`config.mk`:
```
export PLATFORM = sky130hd
export DESIGN_NAME = sr_flag_arbiter_flat
export DESIGN_NICKNAME = d
export VERILOG_FILES = /design/src/rtl/sr_flag_arbiter_if.sv /design/src/rtl/sr_flag_arbiter.sv /design/src/flat_wrapper.sv
export SDC_FILE = /design/constraint.sdc
export NUM_CORES = 1
export LEC_CHECK = 0
export ABC_AREA = 1
export CORE_ASPECT_RATIO = 1.2
export CORE_MARGIN = 1
export CORE_UTILIZATION = 45
export DETAILED_ROUTE_END_ITERATION = 12
export HOLD_SLACK_MARGIN = 0.1
export PLACE_DENSITY = 0.9
export SYNTH_ARGS = -nofsm -noshare
export SYNTH_HDL_FRONTEND = slang
export SYNTH_SLANG_ARGS = --single-unit
```
`constraint.sdc`:
```
create_clock -name CLK -period 2.4 [get_ports CLK]
set_input_delay 0.24 -clock CLK [delete_from_list [all_inputs] [get_ports CLK]]
set_output_delay 0.24 -clock CLK [all_outputs]
set_load 0.05 [all_outputs]
```
`src/rtl/sr_flag_arbiter_if.sv`:
```
// Requester-side bus of the SR flag arbiter.
//   REQ   : one request bit per requester, held until its grant
//   OP    : 2-bit opcode per requester (00 READ, 01 CLR, 10 SET, 11 TAS)
//   IDX   : FW-bit flag index per requester
//   GNT   : one-hot, one-cycle grant
//   RDATA : pre-operation Q of the addressed flag, valid with GNT
//   ERR   : pulses with GNT when the index is out of range
// master = requester side, slave = arbiter side.
interface sr_flag_arbiter_if #(
  parameter int NREQ = 4,
  parameter int FW   = 3
);
  logic [NREQ-1:0]    REQ;
  logic [2*NREQ-1:0]  OP;
  logic [FW*NREQ-1:0] IDX;
  logic [NREQ-1:0]    GNT;
  logic               RDATA;
  logic               ERR;

  modport master (output REQ, OP, IDX, input GNT, RDATA, ERR);
  modport slave  (input REQ, OP, IDX, output GNT, RDATA, ERR);
endinterface

```
`src/rtl/sr_flag_arbiter.sv`:
```
// Round-robin arbiter serialising READ/CLR/SET/TAS operations onto an
// external bank of NFLAG synchronous-reset SR flags.
//   CLK, RST : clock, synchronous active-high reset (shared with the bank)
//   bus      : requester bus (REQ/OP/IDX in, GNT/RDATA/ERR out)
//   Q        : flag bank outputs
//   S, R     : flag bank set/reset strobes, never both high for any flag
//   BUSY     : high while an operation is in flight
//
// state  | meaning
// -------+-------------------------------------------------------------
// IDLE   | waiting for a request; winner picked and strobes loaded here
// DRIVE  | GNT/S/R/RDATA/ERR presented; bank captures strobe at exit
// SETTLE | strobes released; Q now shows the result of the operation
module sr_flag_arbiter #(
  parameter int NREQ  = 4,
  parameter int NFLAG = 6,
  parameter int FW    = 3
) (
  input  logic               CLK,
  input  logic               RST,
  sr_flag_arbiter_if.slave   bus,
  input  logic [NFLAG-1:0]   Q,
  output logic [NFLAG-1:0]   S,
  output logic [NFLAG-1:0]   R,
  output logic               BUSY
);
  localparam int PW = (NREQ > 1) ? $clog2(NREQ) : 1;
  localparam logic [1:0] OP_CLR = 2'b01;
  localparam logic [1:0] OP_SET = 2'b10;
  localparam logic [1:0] OP_TAS = 2'b11;

  typedef enum logic [1:0] {IDLE, DRIVE, SETTLE} state_t;

  state_t        state;
  logic [PW-1:0] ptr;
  logic [PW-1:0] win_q;

  logic [PW-1:0] win_id;
  logic [1:0]    win_op;
  logic [FW-1:0] win_idx;
  logic          idx_ok;

  // First requester at or after ptr, wrapping. Scanning from the far end
  // down lets the nearest hit overwrite earlier ones.
  function automatic logic [PW-1:0] rr_pick(input logic [NREQ-1:0] req,
                                             input logic [PW-1:0]   p);
    logic [PW-1:0] pick;
    pick = '0;
    for (int k = NREQ - 1; k >= 0; k--) begin
      int j = (int'(p) + k) % NREQ;
      if (req[j]) pick = PW'(j);
    end
    return pick;
  endfunction

  always_comb begin
    win_id  = rr_pick(bus.REQ, ptr);
    win_op  = bus.OP[int'(win_id) * 2 +: 2];
    win_idx = bus.IDX[int'(win_id) * FW +: FW];
    idx_ok  = (int'(win_idx) < NFLAG);
  end

  // The winner's opcode and index are consumed at the IDLE->DRIVE edge,
  // where all DRIVE outputs are loaded, so only the winner id is retained
  // (for the pointer update).
  always_ff @(posedge CLK) begin
    if (RST) begin
      state     <= IDLE;
      ptr       <= '0;
      win_q     <= '0;
      S         <= '0;
      R         <= '0;
      bus.GNT   <= '0;
      bus.RDATA <= 1'b0;
      bus.ERR   <= 1'b0;
      BUSY      <= 1'b0;
    end else begin
      case (state)
        IDLE: begin
          if (|bus.REQ) begin
            state   <= DRIVE;
            BUSY    <= 1'b1;
            win_q   <= win_id;
            bus.GNT <= NREQ'(1) << win_id;
            if (idx_ok) begin
              bus.RDATA <= Q[win_idx];
              bus.ERR   <= 1'b0;
              S <= (win_op == OP_SET || win_op == OP_TAS) ? (NFLAG'(1) << win_idx) : '0;
              R <= (win_op == OP_CLR) ? (NFLAG'(1) << win_idx) : '0;
            end else begin
              bus.RDATA <= 1'b0;
              bus.ERR   <= 1'b1;
              S         <= '0;
              R         <= '0;
            end
          end
        end
        DRIVE: begin
          state     <= SETTLE;
          bus.GNT   <= '0;
          bus.RDATA <= 1'b0;
          bus.ERR   <= 1'b0;
          S         <= '0;
          R         <= '0;
          ptr       <= (int'(win_q) == NREQ - 1) ? '0 : win_q + 1'b1;
        end
        SETTLE: begin
          state <= IDLE;
          BUSY  <= 1'b0;
        end
        default: state <= IDLE;
      endcase
    end
  end
endmodule

```
`src/flat_wrapper.sv`:
```
// flat-port wrapper written by rule: the top's interface ports become plain ports
module sr_flag_arbiter_flat 
#(
  parameter int NREQ  = 4,
  parameter int NFLAG = 6,
  parameter int FW    = 3
)
  (CLK, RST, Q, S, R, BUSY, bus_REQ, bus_OP, bus_IDX, bus_GNT, bus_RDATA, bus_ERR);
  sr_flag_arbiter_if #(.NREQ(NREQ), .FW(FW)) bus_i ();
  input  logic CLK;
  input  logic RST;
  input  logic [NFLAG-1:0] Q;
  output logic [NFLAG-1:0] S;
  output logic [NFLAG-1:0] R;
  output logic BUSY;
  input wire logic [$bits(bus_i.REQ)-1:0] bus_REQ;
  input wire logic [$bits(bus_i.OP)-1:0] bus_OP;
  input wire logic [$bits(bus_i.IDX)-1:0] bus_IDX;
  output wire logic [$bits(bus_i.GNT)-1:0] bus_GNT;
  output wire logic [$bits(bus_i.RDATA)-1:0] bus_RDATA;
  output wire logic [$bits(bus_i.ERR)-1:0] bus_ERR;
  assign bus_i.REQ = bus_REQ;
  assign bus_i.OP = bus_OP;
  assign bus_i.IDX = bus_IDX;
  assign bus_GNT = bus_i.GNT;
  assign bus_RDATA = bus_i.RDATA;
  assign bus_ERR = bus_i.ERR;
  sr_flag_arbiter #(.NREQ(NREQ), .NFLAG(NFLAG), .FW(FW)) u_core (.CLK(CLK), .RST(RST), .bus(bus_i), .Q(Q), .S(S), .R(R), .BUSY(BUSY));
endmodule
```
==> results of run 1 <==
-- per-stage QoR --
stage	worst slack, ps	cells
after global routing	144.2	307
after floorplan	583.5	217
after detailed placement	80.93	303
final	369.9	307
after CTS	195.7	307
after global placement	108.3	303
-- cell type report --
type,instances,area [µm²]
Fill cell,287,1042
Multi-Input combinational cell,157,848.3
Timing Repair Buffer,53,523.0
Sequential cell,25,501.7
Inverter,32,122.6
Tap cell,36,45.04
Clock buffer,3,22.52
Clock inverter,1,5.005
-- cells in the final DEF (no fill, tap or decap), types with 3 or more instances in the layout --
cell and instances:
a21oi_1 7, buf_4 3, clkbuf_4 3, clkdlybuf4s50_1 50, dfxtp_1 24, inv_1 23, inv_2 7, nand2_1 63
nand2_2 6, nand3_1 23, nand3_2 4, nand3b_1 6, nor2_1 9, nor2_2 4, o21ai_0 6, o21ai_1 7
o21ai_2 6
-- cells by family after synthesis --
group	Yosys count	synth area share
AO/OA/AOI/OAI	32	0.1412
AND/OR/NAND/NOR	124	0.4169
buffers and inverters	35	0.09941
adder cells (fa/ha/maj)	1	0.008353
flip-flops	25	0.3342
-- final timing paths --
check                startpoint           to  slack [ps]  depth (start not counted)
hold reg to reg     u_core.S[5]  u_core.S[5]         470                          2
setup reg to reg  u_core.ptr[0]  u_core.R[4]         370                         15
hold / removal      u_core.S[5]  u_core.S[5]         470                          2
setup / recovery  u_core.ptr[0]  u_core.R[4]         370                         15
-- flip-flops by register name, indices dropped and copies added, names as in the netlist --
register,flops
u_core.bus.GNT,4
u_core.S,6
u_core.BUSY,1
u_core.bus.ERR,1
u_core.win_q,2
u_core.R,6
u_core.state,2
u_core.ptr,2
u_core.bus.RDATA,1
-- critical path, cell delays in order (launching register included) --
cell and delay [ps]:
dfxtp_2 490, inv_4 70, nand2_1 80, nand3_1 90
nand2_1 80, nand3_2 100, nand2_2 90, nand2_4 80
nand2_4 140, inv_2 70, nand2_1 110, nor2_1 70
nor2_2 140, nand3_2 100, o211ai_4 160, o21ai_2 70
-- power by group through the flow --
stage	clock network [mW]	logic [mW]	registers [mW]
2_1_floorplan	0	0.416	0.596
3_3_place_gp	0	0.689	0.500
3_5_place_dp	0	0.699	0.499
4_1_cts	0.192	0.701	0.491
5_1_grt	0.211	0.769	0.497
6_report	0.188	0.699	0.492
-- routing by layer --
metal	vias up	wire length (µm)	global-route usage
li1	807	-	-
met1	681	1473	0.2330
met2	37	1680	0.3780
met3	4	115	0.02083
met4	0	31	0.06090
met5	-	0	0
==> flow_results.xml, run 1 <==
<?xml version="1.0" encoding="UTF-8"?>
<metrics>
  <group name="floorplan">
    <metric name="dieArea" unit="µm²">3564</metric>
    <metric name="horiz_die_dim" unit="µm">54.67</metric>
    <metric name="num_io_pins" unit="">51</metric>
    <metric name="overall_die_height" unit="µm">65.20</metric>
    <metric name="effective_utilization_at_floorplan" unit="">0.4815</metric>
    <metric name="core_area" unit="µm²">3110</metric>
    <metric name="floorplan_row_count" unit="">22</metric>
  </group>
  <group name="timing">
    <metric name="totalNegativeSetupSlack" unit="ps">0</metric>
    <metric name="worst_slew_margin_rel" unit="">0.6610</metric>
    <metric name="worst-slew-pin-transition" unit="ps">506.9</metric>
    <metric name="fin_crit" unit="ps">2030</metric>
    <metric name="finalSetupViolations" unit="">0</metric>
    <metric name="hold-worst-slack" unit="ps">468.7</metric>
    <metric name="fmax" unit="MHz">492.6</metric>
    <metric name="worst_clock_skew" unit="ps">9.085</metric>
    <metric name="hold_viol" unit="">0</metric>
    <metric name="rsz0062_at_grt" unit="">false</metric>
    <metric name="layout_worst_path_cycle_share" unit="">0.8459</metric>
    <metric name="final_max_slew_viol_count" unit="">0</metric>
  </group>
  <group name="clocking">
    <metric name="clkTransAtPathRegs" unit="ps">140</metric>
    <metric name="cts_num_sinks" unit="">25</metric>
    <metric name="post_cts_resize_count" unit="">0</metric>
    <metric name="clock_latency_on_the_worst_skew_pair" unit="ps">320</metric>
    <metric name="tritoncts" unit="">done</metric>
    <metric name="cts_root_buf" unit="">clkbuf_4</metric>
    <metric name="cts.path.max_buffers" unit="">2</metric>
    <metric name="cts_max_level" unit="">1</metric>
    <metric name="cts-buffers-inserted" unit="">3</metric>
    <metric name="cts_setup_buffers" unit="">0</metric>
    <metric name="cts_hold_buf" unit="">0</metric>
  </group>
  <group name="synthesis">
    <metric name="yosysWarningCount" unit="">0</metric>
    <metric name="yosys_register_bits" unit="">25</metric>
    <metric name="async_reset_ff_frac" unit="">0</metric>
    <metric name="syn_area" unit="µm²">1498</metric>
    <metric name="synthFlopType" unit="">dfxtp_1</metric>
    <metric name="synth.distinct_cells" unit="">32</metric>
    <metric name="yosys.cell_count.top_type" unit="">nand2_1</metric>
    <metric name="synth_cells" unit="">217</metric>
    <metric name="number_of_enable_type_register_cells_in_the_synthesized_netlist" unit="">0</metric>
    <metric name="yosysSeqAreaShare" unit="">0.3342</metric>
    <metric name="synth_top_cells_by_area" unit="">dfxtp_1 33%, nand2_1 16%, nand3_1 7.7%</metric>
    <metric name="area_share_of_the_largest_cell_type_after_synthesis" unit="">0.3342</metric>
    <metric name="synth.largest_area_cell" unit="">dfxtp_1</metric>
    <metric name="syn-mean-instance-area" unit="µm²">6.902</metric>
    <metric name="synthTopCellsByCount" unit="">63 x nand2_1, 25 x dfxtp_1, 23 x inv_1, 23 x nand3_1, 9 x nor2_1</metric>
    <metric name="synthesis.nets" unit="">250</metric>
  </group>
  <group name="placed_design">
    <metric name="place.gp.congestion" unit="">0.8180</metric>
    <metric name="port-buffer-count" unit="">50</metric>
    <metric name="placed_cell_area" unit="µm²">2039</metric>
    <metric name="detailedPlacementHpwl" unit="mm">2.705</metric>
  </group>
  <group name="worst_setup_path">
    <metric name="critPathLaunchType" unit="">flip-flop</metric>
    <metric name="worst-setup-path-type" unit="">flip-flop to flip-flop</metric>
    <metric name="cp.arrival" unit="ps">2260</metric>
    <metric name="critical_path.endpoint_type" unit="">flip-flop</metric>
    <metric name="crit_path_max_fanout" unit="">11</metric>
    <metric name="cp.required" unit="ps">2630</metric>
  </group>
  <group name="power_and_ir_drop">
    <metric name="switching_power" unit="mW">0.6091</metric>
    <metric name="cell_internal_pwr" unit="mW">0.7694</metric>
    <metric name="p_seq_frac" unit="">0.357</metric>
    <metric name="power.ir.vdd_worst" unit="µV">471.4</metric>
    <metric name="power_per_cell_area" unit="nW/µm²">666.5</metric>
    <metric name="report.power.total" unit="mW">1.379</metric>
    <metric name="power.share.combinational" unit="">0.507</metric>
    <metric name="clkPwrFrac" unit="">0.136</metric>
    <metric name="p_leak" unit="nW">0.9246</metric>
    <metric name="power_switching_share" unit="">0.4418</metric>
  </group>
  <group name="global_route">
    <metric name="grt.overflow.total" unit="">0</metric>
    <metric name="grt_pass1_wl" unit="mm">5.492</metric>
    <metric name="grtUsageTotal" unit="">0.2045</metric>
    <metric name="via_count_of_the_first_global_routing_pass" unit="">1363</metric>
    <metric name="antenna_found_initial" unit="">0</metric>
    <metric name="maximum_number_of_pins_on_one_net_before_global_route_repair" unit="">15</metric>
  </group>
  <group name="route">
    <metric name="drt_pre_antenna_iters" unit="">4</metric>
    <metric name="postRouteAntennaNets" unit="">0</metric>
    <metric name="detail_route.wl_per_cell" unit="µm">10.75</metric>
    <metric name="drc" unit="">0</metric>
    <metric name="route.final.wire_length" unit="mm">3.300</metric>
    <metric name="count_of_vias_placed_by_the_detailed_router" unit="">1529</metric>
    <metric name="initialDrtViolationCount" unit="">23</metric>
    <metric name="route.detailed.vias_per_inst" unit="">4.980</metric>
  </group>
  <group name="run_status">
    <metric name="outcome" unit="">finished clean</metric>
  </group>
  <group name="cells_and_area">
    <metric name="final_net_count" unit="">305</metric>
    <metric name="area.growth.synth_to_final" unit="%">38.10</metric>
    <metric name="stdcell_area" unit="µm²">2068</metric>
    <metric name="final_core_utilization" unit="">0.6649</metric>
    <metric name="layout-drive-gt1-share" unit="">0.1587</metric>
    <metric name="insertedDiodeCount" unit="">0</metric>
  </group>
  <group name="hold_path">
    <metric name="min-delay-path-class" unit="">flip-flop to flip-flop</metric>
  </group>
  <group name="job">
    <metric name="max_cap_check_violation_count" unit="">0</metric>
  </group>
</metrics>
Power figures use the tool's default switching activity.
==> run 2, diff against run 1 <==
==> constraint.sdc (replaced) <==
create_clock -name CLK -period 2 [get_ports CLK]
set_input_delay 0.2 -clock CLK [delete_from_list [all_inputs] [get_ports CLK]]
set_output_delay 0.2 -clock CLK [all_outputs]
set_load 0.05 [all_outputs]
==> run 2 against run 1 <==
  * The flow now finishes with violations (negative setup slack)
  * Via count is 15% higher
  * Utilization increased by 10 points
  * Sequential share of layout area is 3.1 points lower
  * Critical endpoint is now u_core.bus.RDATA
==> flow_results.xml, run 2 (synthesis gave the netlist of run 1 again) <==
<?xml version="1.0" encoding="UTF-8"?>
<metrics>
  <group name="route">
    <metric name="route.final.wire_length" unit="mm">4.479</metric>
    <metric name="drt_pre_antenna_iters" unit="">4</metric>
    <metric name="postRouteAntennaNets" unit="">0</metric>
    <metric name="count_of_vias_placed_by_the_detailed_router" unit="">1758</metric>
    <metric name="detail_route.wl_per_cell" unit="µm">13.74</metric>
    <metric name="initialDrtViolationCount" unit="">58</metric>
    <metric name="drc" unit="">0</metric>
    <metric name="route.detailed.vias_per_inst" unit="">5.393</metric>
  </group>
  <group name="timing">
    <metric name="hold-worst-slack" unit="ps">463.6</metric>
    <metric name="worst_clock_skew" unit="ps">13.33</metric>
    <metric name="hold_viol" unit="">0</metric>
    <metric name="worst_slew_margin_rel" unit="">0.6624</metric>
    <metric name="fin_ws" unit="ps">-99.29</metric>
    <metric name="totalNegativeSetupSlack" unit="ps">-99.29</metric>
    <metric name="rsz0062_at_grt" unit="">true</metric>
    <metric name="fmax" unit="MHz">476.4</metric>
    <metric name="layout_worst_path_cycle_share" unit="">1.050</metric>
    <metric name="fin_crit" unit="ps">2099</metric>
    <metric name="final_max_slew_viol_count" unit="">0</metric>
    <metric name="worst-slew-pin-transition" unit="ps">504.5</metric>
    <metric name="finalSetupViolations" unit="">1</metric>
  </group>
  <group name="power_and_ir_drop">
    <metric name="switching_power" unit="mW">0.9080</metric>
    <metric name="power_per_cell_area" unit="nW/µm²">831.3</metric>
    <metric name="cell_internal_pwr" unit="mW">1.074</metric>
    <metric name="p_seq_frac" unit="">0.297</metric>
    <metric name="clkPwrFrac" unit="">0.115</metric>
    <metric name="p_leak" unit="nW">1.064</metric>
    <metric name="report.power.total" unit="mW">1.982</metric>
    <metric name="power_switching_share" unit="">0.4580</metric>
    <metric name="power.ir.vdd_worst" unit="µV">610.8</metric>
    <metric name="power.share.combinational" unit="">0.587</metric>
  </group>
  <group name="run_status">
    <metric name="violations" unit="">negative setup slack</metric>
    <metric name="outcome" unit="">finished with violations</metric>
  </group>
  <group name="floorplan">
    <metric name="num_io_pins" unit="">51</metric>
    <metric name="floorplan_row_count" unit="">22</metric>
    <metric name="core_area" unit="µm²">3110</metric>
    <metric name="horiz_die_dim" unit="µm">54.67</metric>
    <metric name="overall_die_height" unit="µm">65.20</metric>
    <metric name="dieArea" unit="µm²">3564</metric>
    <metric name="effective_utilization_at_floorplan" unit="">0.4815</metric>
  </group>
  <group name="clocking">
    <metric name="cts_hold_buf" unit="">0</metric>
    <metric name="cts_max_level" unit="">1</metric>
    <metric name="cts_num_sinks" unit="">25</metric>
    <metric name="cts.path.max_buffers" unit="">2</metric>
    <metric name="tritoncts" unit="">done</metric>
    <metric name="cts-buffers-inserted" unit="">3</metric>
    <metric name="clkTransAtPathRegs" unit="ps">140</metric>
    <metric name="cts_root_buf" unit="">clkbuf_4</metric>
    <metric name="clock_latency_on_the_worst_skew_pair" unit="ps">320</metric>
  </group>
  <group name="cells_and_area">
    <metric name="insertedDiodeCount" unit="">0</metric>
    <metric name="final_net_count" unit="">324</metric>
    <metric name="multi_input_comb_area" unit="µm²">994.7</metric>
    <metric name="fillCellCount" unit="">218</metric>
    <metric name="layout_common_cells" unit="">50 x nand2_1, 50 x clkdlybuf4s50_1, 23 x inv_1, 23 x dfxtp_1, 19 x buf_4</metric>
    <metric name="biggestRegsByFlops" unit="">u_core.R: 6 flops, u_core.S: 6 flops, u_core.bus.GNT: 4 flops</metric>
    <metric name="area.growth.synth_to_final" unit="%">59.23</metric>
    <metric name="seqCellArea" unit="µm²">505.5</metric>
    <metric name="layout-drive-gt1-share" unit="">0.2931</metric>
    <metric name="stdcell_area" unit="µm²">2385</metric>
  </group>
  <group name="placed_design">
    <metric name="placed_cell_area" unit="µm²">2112</metric>
    <metric name="preCtsSetupSlack" unit="ps">-329.7</metric>
    <metric name="port-buffer-count" unit="">50</metric>
    <metric name="place.gp.congestion" unit="">0.8174</metric>
    <metric name="detailedPlacementHpwl" unit="mm">2.935</metric>
  </group>
  <group name="global_route">
    <metric name="grt.overflow.total" unit="">0</metric>
    <metric name="grtUsageTotal" unit="">0.2405</metric>
    <metric name="grt_pass1_wl" unit="mm">6.492</metric>
    <metric name="maximum_number_of_pins_on_one_net_before_global_route_repair" unit="">15</metric>
    <metric name="antenna_found_initial" unit="">0</metric>
    <metric name="via_count_of_the_first_global_routing_pass" unit="">1574</metric>
  </group>
  <group name="worst_setup_path">
    <metric name="worst-setup-path-type" unit="">flip-flop to flip-flop</metric>
    <metric name="cp.arrival" unit="ps">2370</metric>
    <metric name="cp.required" unit="ps">2270</metric>
    <metric name="crit_path_max_fanout" unit="">8</metric>
    <metric name="critPathLaunchType" unit="">flip-flop</metric>
    <metric name="critical_path.endpoint_type" unit="">flip-flop</metric>
  </group>
  <group name="job">
    <metric name="max_cap_check_violation_count" unit="">0</metric>
  </group>
  <group name="hold_path">
    <metric name="min-delay-path-class" unit="">flip-flop to flip-flop</metric>
  </group>
</metrics>
-- run 2: what timing repair did --
item,4_1_cts,5_1_grt
gates resized for setup,15,30
pin swaps,10,15
endpoints found under the setup margin,14,14
setup buffers,4,6
gates cloned,1,0
-- run 2: power groups by stage --
stage	sequential, mW	clock (mW)	combinational, mW
after floorplan	0.716	0	0.499
after global placement	0.597	0	0.866
after detailed placement	0.597	0	0.888
after CTS	0.586	0.223	0.977
after global routing	0.596	0.253	1.24
final	0.589	0.229	1.16
-- run 2: final timing paths --
| kind | end | depth (start not counted) | slack, ps | start |
|---|---|---|---|---|
| setup reg to reg | u_core.bus.RDATA | 16 | -100 | u_core.ptr[0] |
| hold reg to reg | u_core.S[2] | 2 | 460 | u_core.S[2] |
| hold / removal | u_core.S[2] | 2 | 460 | u_core.S[2] |
| setup / recovery | u_core.bus.RDATA | 16 | -100 | u_core.ptr[0] |
-- run 2: stage by stage --
step           instances    util
2_1_floorplan        217       -
3_3_place_gp         311  0.6790
3_5_place_dp         311  0.6790
4_1_cts              320  0.7168
5_1_grt              326  0.7667
6_report             326  0.7667
-- run 2: worst max-delay path, cell delays in order, from the launching register on --
cell and delay [ps]:
dfxtp_4 420, buf_6 140, nand2_2 60, nand2_2 50, nand2_2 70, nand3_4 100, nand2_2 70, nand2_4 140
buf_4 140, nand3b_1 80, nand3_1 170, nand2_4 110, nand2_2 90, nand3_1 70, a21oi_1 160, nand2_1 100
nand2_1 70
-- run 2: per-layer routing --
metal | global-route usage | share of wire | wire length [µm]
met5 | 0 | 0 | 0
met4 | 0.07692 | 0.032 | 143
met3 | 0.02083 | 0.054 | 244
met2 | 0.4473 | 0.53 | 2380
met1 | 0.2713 | 0.38 | 1710
-- run 2: area by class of cell --
cell class | count | area share
Clock buffer | 3 | 0.009444
Multi-Input combinational cell | 158 | 0.4171
Sequential cell | 25 | 0.2120
Timing Repair Buffer | 71 | 0.2828
Clock inverter | 1 | 0.002099
Inverter | 32 | 0.05771
Tap cell | 36 | 0.01889
==> run 3, diff against run 2 <==
--- a/config.mk
+++ b/config.mk
@@ -10,7 +10,7 @@
 export CORE_MARGIN = 1
 export CORE_UTILIZATION = 45
 export DETAILED_ROUTE_END_ITERATION = 12
-export HOLD_SLACK_MARGIN = 0.1
+export GPL_ROUTABILITY_DRIVEN = 0
 export PLACE_DENSITY = 0.9
 export SYNTH_ARGS = -nofsm -noshare
 export SYNTH_HDL_FRONTEND = slang
==> results of run 3 <==
Same layout as run 2: the final DEF is identical, and so are final timing and power.
